==> config.mk <==
export PLATFORM = sky130hd
export DESIGN_NAME = fetch_frontend
export DESIGN_NICKNAME = d
export VERILOG_FILES = /design/src/rtl/fetch_frontend.sv
export SDC_FILE = /design/constraint.sdc
export NUM_CORES = 1
export LEC_CHECK = 0
export ABC_AREA = 1
export CAP_MARGIN = 20
export CELL_PAD_IN_SITES_DETAIL_PLACEMENT = 1
export CELL_PAD_IN_SITES_GLOBAL_PLACEMENT = 2
export CORE_MARGIN = 3
export CORE_UTILIZATION = 30
export CTS_CLUSTER_SIZE = 40
export DETAILED_ROUTE_END_ITERATION = 10
export GPL_TIMING_DRIVEN = 0
export PLACE_DENSITY_LB_ADDON = 0.1
export REMOVE_ABC_BUFFERS = 1
export SYNTH_ARGS = -nofsm -noshare
export SYNTH_HDL_FRONTEND = slang
export SYNTH_SLANG_ARGS = --single-unit
==> constraint.sdc <==
create_clock -name clk -period 9.6 [get_ports clk]
set_input_delay 1.92 -clock clk [delete_from_list [all_inputs] [get_ports clk]]
set_output_delay 1.92 -clock clk [all_outputs]
set_load 0.01 [all_outputs]
==> src/rtl/fetch_frontend.sv <==
// Instruction fetch front end: PC sequencing, redirect handling and a DEPTH-entry
// fetch queue toward decode. Define FETCH_BYPASS_EN to let an empty queue forward imem data combinationally.
module fetch_frontend #(
   parameter int              WORD      = 64,
   parameter int              INSTR_LEN = 32,
   parameter int              DEPTH     = 4,
   parameter logic [WORD-1:0] RESET_PC  = '0
) (
   input  logic                         clk,
   input  logic                         reset,
   input  logic                         pc_src,
   input  logic [WORD-1:0]              branch_target,
   output logic                         imem_req,
   output logic [WORD-1:0]              imem_addr,
   input  logic [INSTR_LEN-1:0]         imem_instr,
   output logic                         dec_valid,
   input  logic                         dec_ready,
   output logic [INSTR_LEN-1:0]         dec_instr,
   output logic [WORD-1:0]              dec_pc,
   output logic [WORD-1:0]              dec_incremented_pc,
   output logic [$clog2(DEPTH):0]       q_count
);

   localparam int AW = $clog2(DEPTH);
   localparam int CW = AW + 1;
   localparam logic [CW-1:0]   FULL_CNT   = CW'(DEPTH);
   localparam logic [WORD-1:0] ALIGN_MASK = ~(WORD'(3));

   logic [WORD-1:0]      pc_q, pc_d;
   logic [AW-1:0]        rd_ptr_q, rd_ptr_d;
   logic [AW-1:0]        wr_ptr_q, wr_ptr_d;
   logic [CW-1:0]        count_q, count_d;
   logic [WORD-1:0]      pc_mem_q    [DEPTH];
   logic [INSTR_LEN-1:0] instr_mem_q [DEPTH];

   logic q_nonempty;
   logic q_full;
   logic q_pop;
   logic q_push;
   logic bypass_take;

   assign q_nonempty = (count_q != '0);
   assign q_full     = (count_q == FULL_CNT);
   assign q_pop      = q_nonempty && dec_ready;

   // A full queue can still accept a fetch when the head leaves in the same edge.
   assign imem_req  = !reset && !pc_src && (!q_full || q_pop);
   assign imem_addr = pc_q;

`ifdef FETCH_BYPASS_EN
   logic bypass_hit;
   assign bypass_hit  = !q_nonempty && imem_req;
   assign bypass_take = bypass_hit && dec_ready;
   assign dec_valid   = q_nonempty || bypass_hit;
   assign dec_instr   = bypass_hit ? imem_instr : instr_mem_q[rd_ptr_q];
   assign dec_pc      = bypass_hit ? pc_q       : pc_mem_q[rd_ptr_q];
`else
   assign bypass_take = 1'b0;
   assign dec_valid   = q_nonempty;
   assign dec_instr   = instr_mem_q[rd_ptr_q];
   assign dec_pc      = pc_mem_q[rd_ptr_q];
`endif

   assign dec_incremented_pc = dec_pc + WORD'(4);
   assign q_count            = count_q;
   assign q_push             = imem_req && !bypass_take;

   always_comb begin
      pc_d     = pc_q;
      rd_ptr_d = rd_ptr_q;
      wr_ptr_d = wr_ptr_q;
      count_d  = count_q;
      if (reset) begin
         pc_d     = RESET_PC;
         rd_ptr_d = '0;
         wr_ptr_d = '0;
         count_d  = '0;
      end else if (pc_src) begin
         // A head popped in this edge still counts as delivered; the rest is flushed.
         pc_d     = branch_target & ALIGN_MASK;
         rd_ptr_d = '0;
         wr_ptr_d = '0;
         count_d  = '0;
      end else begin
         if (q_push) wr_ptr_d = wr_ptr_q + AW'(1);
         if (q_pop)  rd_ptr_d = rd_ptr_q + AW'(1);
         count_d = count_q + CW'(q_push) - CW'(q_pop);
         if (imem_req) pc_d = pc_q + WORD'(4);
      end
   end

   always_ff @(posedge clk) begin
      pc_q     <= pc_d;
      rd_ptr_q <= rd_ptr_d;
      wr_ptr_q <= wr_ptr_d;
      count_q  <= count_d;
   end

   // Entry storage needs no reset: occupancy alone decides what is valid.
   always_ff @(posedge clk) begin
      if (q_push) begin
         pc_mem_q[wr_ptr_q]    <= pc_q;
         instr_mem_q[wr_ptr_q] <= imem_instr;
      end
   end

endmodule
Word level (Yosys, flattened, before mapping)

Memory sizes are Yosys's and may differ from the RTL's. A register that Yosys moved wholly into a read port is not among the register bits.
Index checks and enable logic that the tools add are counted.

Register bits after elaboration: 71
Memory bits (writable): 384
Bits of input ports: 100
Output and inout port bits: 229
Memories: 2

Memories:

| name        | words | bits a word | rd ports | clocked after memory_dff | write ports | line | text |
|---|---|---|---|---|---|---|---|
| pc_mem_q    | 4     | 64          | 1        | 1                        | 1           | 33   | `logic [WORD-1:0] pc_mem_q [DEPTH];` |
| instr_mem_q | 4     | 32          | 1        | 1                        | 1           | 34   | `logic [INSTR_LEN-1:0] instr_mem_q [DEPTH];` |

Add/subtract/negate cells: 6
Equality and inequality tests: 1
Muxes and demuxes: 8
Reductions and logical operators: 10

Operator list:

| cell                    | count |
|---|---|
| $add A64 B3 Y64 const B | 2 |
| $mux W64                | 2 |
| $mux W2                 | 4 |
| $add A2 B1 Y2 const B   | 2 |
| $add A3 B1 Y3           | 1 |
| $eq A3 B3 Y1 const B    | 1 |
| $logic_and A1 B1 Y1     | 3 |
| $logic_not A1 Y1        | 3 |
| $reduce_bool A3 Y1      | 1 |
| $sub A3 B1 Y3           | 1 |
| $mux W1                 | 2 |
| $reduce_bool A2 Y1      | 1 |
| $reduce_or A2 Y1        | 1 |
| $logic_or A1 B1 Y1      | 1 |

Depth between registers and ports, before layout

Gate-level depths: netlist of run 1.

Depth after elaboration: 6
Mapped depth: 17

Worst setup path before layout of run 1

No wires, ideal clock.

Kind: input to register
From: in pc_src
To: mem instr_mem_q[0][0], enable pin
Data arrival time: 6.710 ns
Setup slack: 2.342 ns
Stages: 6
Path buffers: 3
Cells stage by stage: clkbuf_1 -> nor2_1 -> nand2_1 -> buf_2 -> buf_1 -> nor2_1

Cells in the longest elaborated chain, start to end: 5

Ends and longest elaborated chain:

| element                          | line | text |
|---|---|---|
| start, declared                  | 11   | `input logic pc_src,` |
| $logic_not A1 Y1                 | 47   | `assign imem_req = !reset && !pc_src && (!q_full \|\| q_pop);` |
| $logic_and A1 B1 Y1 (2 in a row) | 47   |  |
| $mux W1                          | 101  | `if (q_push) begin` |
| $mux W1 (implied by the code)    | 103  | `instr_mem_q[wr_ptr_q] <= imem_instr;` |
| end, declared                    | 34   |  |

No other way between the ends.

==> flow_summary.json, run 1 <==
{
  "synth_ff_type": "edfxtp_1",
  "fin_area_um2": 28400,
  "stdcell_count": 3945,
  "yosysSeqAreaShare_pct": 57.1,
  "synthMuxAreaShare_pct": 0,
  "grt_max_degree": 101,
  "r2r_setup_slack_ns": 6.25,
  "p_int_mw": 3.51,
  "ys_top_cells_by_count": "nand2_1 (940), nor2_1 (442), edfxtp_1 (376), nand3_1 (205), inv_1 (140)",
  "yosysMostFrequentCell": "nand2_1",
  "switching_share_pct": 26.0,
  "antenna_found_initial": 7,
  "htreeDepth": 2,
  "dpl_cell_area_um2": 26800,
  "cp-start-kind": "register",
  "ios": 329,
  "finalPower_mw": 4.74,
  "synth_fa_ha_area_share_pct": 0.540,
  "grt_first_pass_wirelength_mm": 126,
  "cts.reportedPaths.clkPinSlew_ns": 0.06,
  "pwr-share-clk_pct": 40.0,
  "hold_class": "register to register",
  "die_area_um2": 77500,
  "place_congestion": 0.852,
  "ys_async_sr_fraction_pct": 0,
  "drt-wirelength-per-cell_um": 21.7,
  "period_minus_slack_ns": 7.36,
  "layout.nets": 3046,
  "synth_top_area_cell": "edfxtp_1",
  "detail_route.iter0.violations": 1018,
  "final_layout_size_suffix_gt1_share_pct": 5.20,
  "numCtsBuffers": 51,
  "cp-end-kind": "output pin",
  "placedCellCount": 3843,
  "dp_hpwl_mm": 63.9,
  "max_slew_margin_pct": 32.9,
  "gr-total-overflow": 0,
  "path_delay_family": "buffers and inverters",
  "initial_core_util_pct": 30.4,
  "die_w_um": 278,
  "hold_viol_final": 0,
  "syn_to_final_growth_pct": 27.7,
  "max_stage_delay_ns": 0.54,
  "io_buffers": 320,
  "synth-edff-count": 376,
  "p_sw_mw": 1.23,
  "grt_pass1_vias": 19975,
  "via_per_inst": 4.89,
  "utilization_pct": 38.8,
  "synth_cells": 2638,
  "yosys_warnings": 0,
  "p_seq_share_pct": 47.7,
  "ys_types": 41,
  "firstDrtPassIters": 7,
  "fmax_ghz": 0.136,
  "worst_pin_slew_ns": 1.00,
  "critical_path_class": "register to output pin",
  "p_leak_nw": 10.4,
  "root_buffer": "clkbuf_16",
  "r2r_start": "q_count[2]",
  "period_share_pct": 76.7,
  "cp_max_fo": 100,
  "clock_path_buffers": 3,
  "rsz0062_at_grt": "no",
  "clock_skew_ns": 0.0189,
  "combPwrFrac_pct": 12.3,
  "yosys.area_share.simple_pct": 30.2,
  "maxCapViolations": 0,
  "worstPathArrival_ns": 5.44,
  "grt_usage_pct": 21.6,
  "fp.coreArea_um2": 73200,
  "setup_viol": 0,
  "synth_top_area_share_pct": 50.8,
  "synth-xor-area-share_pct": 1.30,
  "fp.dieH_um": 278,
  "cp_cell_sequence": "buf_16 -> buf_16 -> clkinv_4 -> buf_16 -> nand2_1 -> nand2_1 -> nand2_1 -> nand2_1 -> ha_1 -> inv_1 -> nor2_1 -> nand2_1 -> nor2_4 -> nand2_1 -> nor2_1 -> nand3_1 -> nand2_1 -> clkdlybuf4s50_1",
  "synth_area_leaders": "edfxtp_1 (51%), nand2_1 (16%), nor2_1 (7.5%), dfxtp_1 (6.4%), nand3_1 (4.6%)",
  "finalSetupTns_ns": 0,
  "cpMaxStageDelayCell": "clkdlybuf4s50_1",
  "status": "finished, final reports clean",
  "fillCellCount": 8461,
  "cp_common_cell": "nand2_1",
  "detail-route-antenna-nets": 0,
  "drc_errors": 0,
  "cp.required_ns": 7.68,
  "cts_tree": "done",
  "rows": 99,
  "vias": 19288,
  "synth_seq_cells": 447,
  "holdBufCountCts": 0,
  "drt_wl_total_mm": 85.6,
  "synth_top_family_by_area": "simple AND/OR/NAND/NOR gates",
  "powerDensity_nw_per_um2": 167,
  "worstSkewPairLatency_ns": 0.61,
  "crit_buf_inv": 6,
  "hp-start": "rd_ptr_q[0]",
  "synth_area_um2": 22200,
  "peakVddDrop_mv": 0.152,
  "cts_sinks": 447,
  "cts_setup_buffers": 0,
  "cts_resized": 0,
  "post_synth.cell_area_avg_um2": 8.43,
  "final_max_slew_viol_count": 0,
  "synth-compound-area-share_pct": 5.76
}
==> worst reg2reg max path, stage by stage (launching register included) <==
cell	delay [ns]
dfxtp_1	0.35
inv_1	0.06
nor2_1	0.12
nand2_1	0.15
nand2_2	0.77
nand2_1	0.70
buf_16	0.36
clkinv_2	0.14
buf_16	0.24
nor2_1	0.15
o21ai_0	0.09
a21oi_1	0.09
==> metal layers <==
layer / GRT usage, % / wire (µm) / share of wire [%] / vias up
met3: 2.86 / 3500 / 4.1 / 106
li1: - / - / - / 9336
met2: 36.6 / 40800 / 48 / 410
met4: 6.94 / 2420 / 2.8 / 0
met5: 0 / 0 / 0 / -
met1: 28.8 / 38900 / 45 / 9436
==> cell type report <==
class	count	area, µm²	share of cell area, %
clock buffer	63	1340	4.72
inverter	145	558	1.96
timing repair buffer	347	3820	13.4
tap	959	1200	4.22
multi-input combinational	1945	8460	29.8
clock inverter	33	289	1.02
sequential	447	12700	44.8
antenna	6	15.0	0.0529
==> kinds of logic (layout without fill, tap and decap cells) <==
group	count (synthesis)	after routing
xor+xnor	33	33
compound gates	232	232
other cells	1	12
buf+inv	251	588
simple gates	1665	1665
fa+ha+maj	9	9
flops	447	447
==> path summary, 6_finish.rpt <==
path,endpoint,depth (start not counted)
max,dec_incremented_pc[62],18
min,rd_ptr_q[0],1
max reg2reg,imem_addr[49],11
min reg2reg,rd_ptr_q[0],1
==> power by group through the flow <==
stage / logic, mW / clock network (mW) / registers (mW)
after global placement: 0.560 / 0 / 2.32
after CTS: 0.592 / 1.96 / 2.26
after detailed placement: 0.590 / 0 / 2.30
after floorplan: 0.246 / 0 / 2.27
after global routing: 0.637 / 2.04 / 2.27
final: 0.582 / 1.90 / 2.26
==> flip-flops by register name, summed over array words and instances, names as in the netlist, named ones only <==
register / cells
q_count: 3
rd_ptr_q: 2
instr_mem_q: 128
wr_ptr_q: 2
imem_addr: 62
pc_mem_q: 248
==> cells in the final DEF, fill, tap and decap left out, types with 51 or more instances in the layout <==
cell type / Yosys / final
clkdlybuf4s50_1: 0 / 318
dfxtp_1: 71 / 69
o21ai_0: 109 / 109
inv_1: 140 / 139
clkbuf_16: 0 / 51
nand2_1: 940 / 939
nor2_1: 442 / 438
a21oi_1: 57 / 57
edfxtp_1: 376 / 376
nand3_1: 205 / 205
==> metrics by stage <==
stage / hold slack [ns] / worst slack [ns]
2_1_floorplan: 0.436 / 0.906
3_3_place_gp: 0.453 / -5.01
3_5_place_dp: 0.467 / 2.50
4_1_cts: 0.481 / 2.00
5_1_grt: 0.510 / 1.71
6_report: 0.483 / 2.24
(Power assumes the default switching activity.)
==> inputs of run 2 (changes only) <==
clock period = 6.8 ns   (was 9.6 ns; I/O delays follow)
==> run 2 against run 1 <==
Highest routed layer unchanged. First-iteration DRC count grew 1.6%. Critical endpoint is now dec_incremented_pc[32]. Largest cell class unchanged. Count of clock-buffer cells in the layout did not move. Core utilization about the same. Via count about the same. Global-route usage hardly changed.
==> flow_summary.json, run 2 (same netlist as run 1, synthesis figures left out) <==
{
  "drc_errors": 0,
  "place_congestion": 0.852,
  "detail-route-antenna-nets": 0,
  "p_sw_mw": 1.74,
  "grt_usage_pct": 21.6,
  "initial_core_util_pct": 30.4,
  "cp_cell_sequence": "buf_16 -> buf_16 -> clkinv_8 -> nand2_1 -> nand3_1 -> nand2_1 -> inv_2 -> ha_1 -> inv_1 -> nor2_1 -> nand3_1 -> nor2_1 -> nand2_1 -> xor2_1 -> clkdlybuf4s50_1",
  "period_share_pct": 93.3,
  "cp_common_cell": "nand2_1",
  "die_area_um2": 77500,
  "critical_path_class": "register to output pin",
  "fmax_ghz": 0.158,
  "max_stage_delay_ns": 0.74,
  "layout_common_cells": "nand2_1 (939), nor2_1 (437), edfxtp_1 (376)",
  "cp-start-kind": "register",
  "hp-start": "rd_ptr_q[0]",
  "root_buffer": "clkbuf_16",
  "htreeDepth": 2,
  "layout_commonest_cell": "nand2_1",
  "grtUsageMet3_pct": 2.86,
  "numCtsBuffers": 51,
  "p_seq_share_pct": 47.7,
  "grt_util_met2_pct": 36.6,
  "drt_wl_total_mm": 85.9,
  "die_w_um": 278,
  "dp_hpwl_mm": 63.9,
  "cp_max_fo": 90,
  "period_minus_slack_ns": 6.35,
  "setup_viol": 0,
  "r2r_setup_slack_ns": 3.45,
  "io_buffers": 320,
  "cts_sinks": 447,
  "antenna_found_initial": 7,
  "regMostFlops": "pc_mem_q",
  "utilization_pct": 38.8,
  "worstSkewPairLatency_ns": 0.60,
  "combPwrFrac_pct": 12.3,
  "cp-end-kind": "output pin",
  "clock_skew_ns": 0.0172,
  "peakVddDrop_mv": 0.214,
  "layout.nets": 3047,
  "clock_path_buffers": 3,
  "vias": 19297,
  "pre_cts_ws_ns": 0.433,
  "final_max_slew_viol_count": 0,
  "p_leak_nw": 10.4,
  "fillCellCount": 8461,
  "detail_route.iter0.violations": 1034,
  "ios": 329,
  "final_layout_size_suffix_gt1_share_pct": 5.27,
  "hold_viol_final": 0,
  "largest_register_ffs": 248,
  "firstDrtPassIters": 5,
  "powerDensity_nw_per_um2": 235,
  "grt_max_degree": 101,
  "p_int_mw": 4.95,
  "max_slew_margin_pct": 32.8,
  "holdBufCountCts": 0,
  "pwr-share-clk_pct": 40.0,
  "post-route-worst-setup-slack_ns": 0.454,
  "hold_path_depth": 1,
  "gr-total-overflow": 0,
  "worst_pin_slew_ns": 1.00,
  "via_per_inst": 4.89,
  "cts_setup_buffers": 0,
  "cts.reportedPaths.clkPinSlew_ns": 0.06,
  "switching_share_pct": 26.0,
  "hold_class": "register to register",
  "grt_pass1_vias": 19980,
  "rows": 99,
  "r2r_start": "q_count[2]",
  "status": "finished, final reports clean",
  "fp.dieH_um": 278,
  "drt-wirelength-per-cell_um": 21.8,
  "syn_to_final_growth_pct": 27.8,
  "cts_tree": "done",
  "maxCapViolations": 0,
  "grt_first_pass_wirelength_mm": 126,
  "worstPathArrival_ns": 4.99,
  "fp.coreArea_um2": 73200,
  "busiest_layer": "met2",
  "cpMaxStageDelayCell": "dfxtp_4",
  "use_met1_pct": 28.8,
  "r2r_cells": 11,
  "cp.required_ns": 5.44
}
run 2: routing by layer:
layer  vias up  part of all wire [%]
li1       9329                     -
met1      9459                    46
met2       405                    48
met3       104                   3.9
met4         0                   2.8
met5         -                     0
run 2: worst max-delay path: cells and delay by family (launching register included):
| family | cells | cell delay (ns) |
|---|---|---|
| AND/OR/NAND/NOR | 7 | 1.18 |
| XOR/XNOR | 1 | 0.28 |
| adder cells (fa/ha/maj) | 1 | 0.25 |
| flip-flops | 1 | 0.74 |
| buffers and inverters | 6 | 1.83 |
run 2: path summary, 6_finish.rpt:
| kind | end |
|---|---|
| worst min-delay path | rd_ptr_q[0] |
| worst max register to register | imem_addr[49] |
| worst min register to register | rd_ptr_q[0] |
| worst max-delay path | dec_incremented_pc[32] |
run 2: metrics by stage:
| stage | setup TNS (ns) | cells | cell area, µm² | hold WS, ns | power [mW] |
|---|---|---|---|---|---|
| after floorplan | -90.68 | 2537 | 21700 | 0.436 | 3.56 |
| after global placement | -3674.78 | 3816 | 26100 | 0.453 | 4.06 |
| after detailed placement | 0 | 3843 | 26800 | 0.467 | 4.08 |
| after CTS | 0 | 3939 | 28400 | 0.481 | 6.79 |
| after global routing | -0.0116 | 3944 | 28400 | 0.510 | 6.98 |
| final | 0 | 3945 | 28400 | 0.485 | 6.69 |
run 2: final cells by class:
cell class | count | area, µm² | area share [%]
Sequential cell | 447 | 12700 | 44.7
Multi-Input combinational cell | 1945 | 8460 | 29.8
Timing Repair Buffer | 348 | 3840 | 13.5
Clock buffer | 63 | 1340 | 4.72
Tap cell | 959 | 1200 | 4.22
Inverter | 145 | 566 | 1.99
Clock inverter | 33 | 289 | 1.02
Antenna cell | 5 | 12.5 | 0.0440
run 2: repair_timing:
item	4_1_cts	5_1_grt
gates cloned	0	1
gates resized for setup	2	0
endpoints found under the hold margin	0	0
endpoints found under the setup margin	13	13
run 2: power by group through the flow:
stage                     Sequential (mW)  Clock [mW]  Combinational [mW]
after floorplan                      3.21           0               0.347
after global placement               3.27           0               0.791
after detailed placement             3.25           0               0.833
after CTS                            3.19        2.76               0.835
after global routing                 3.20        2.87               0.901
final                                3.19        2.68               0.824
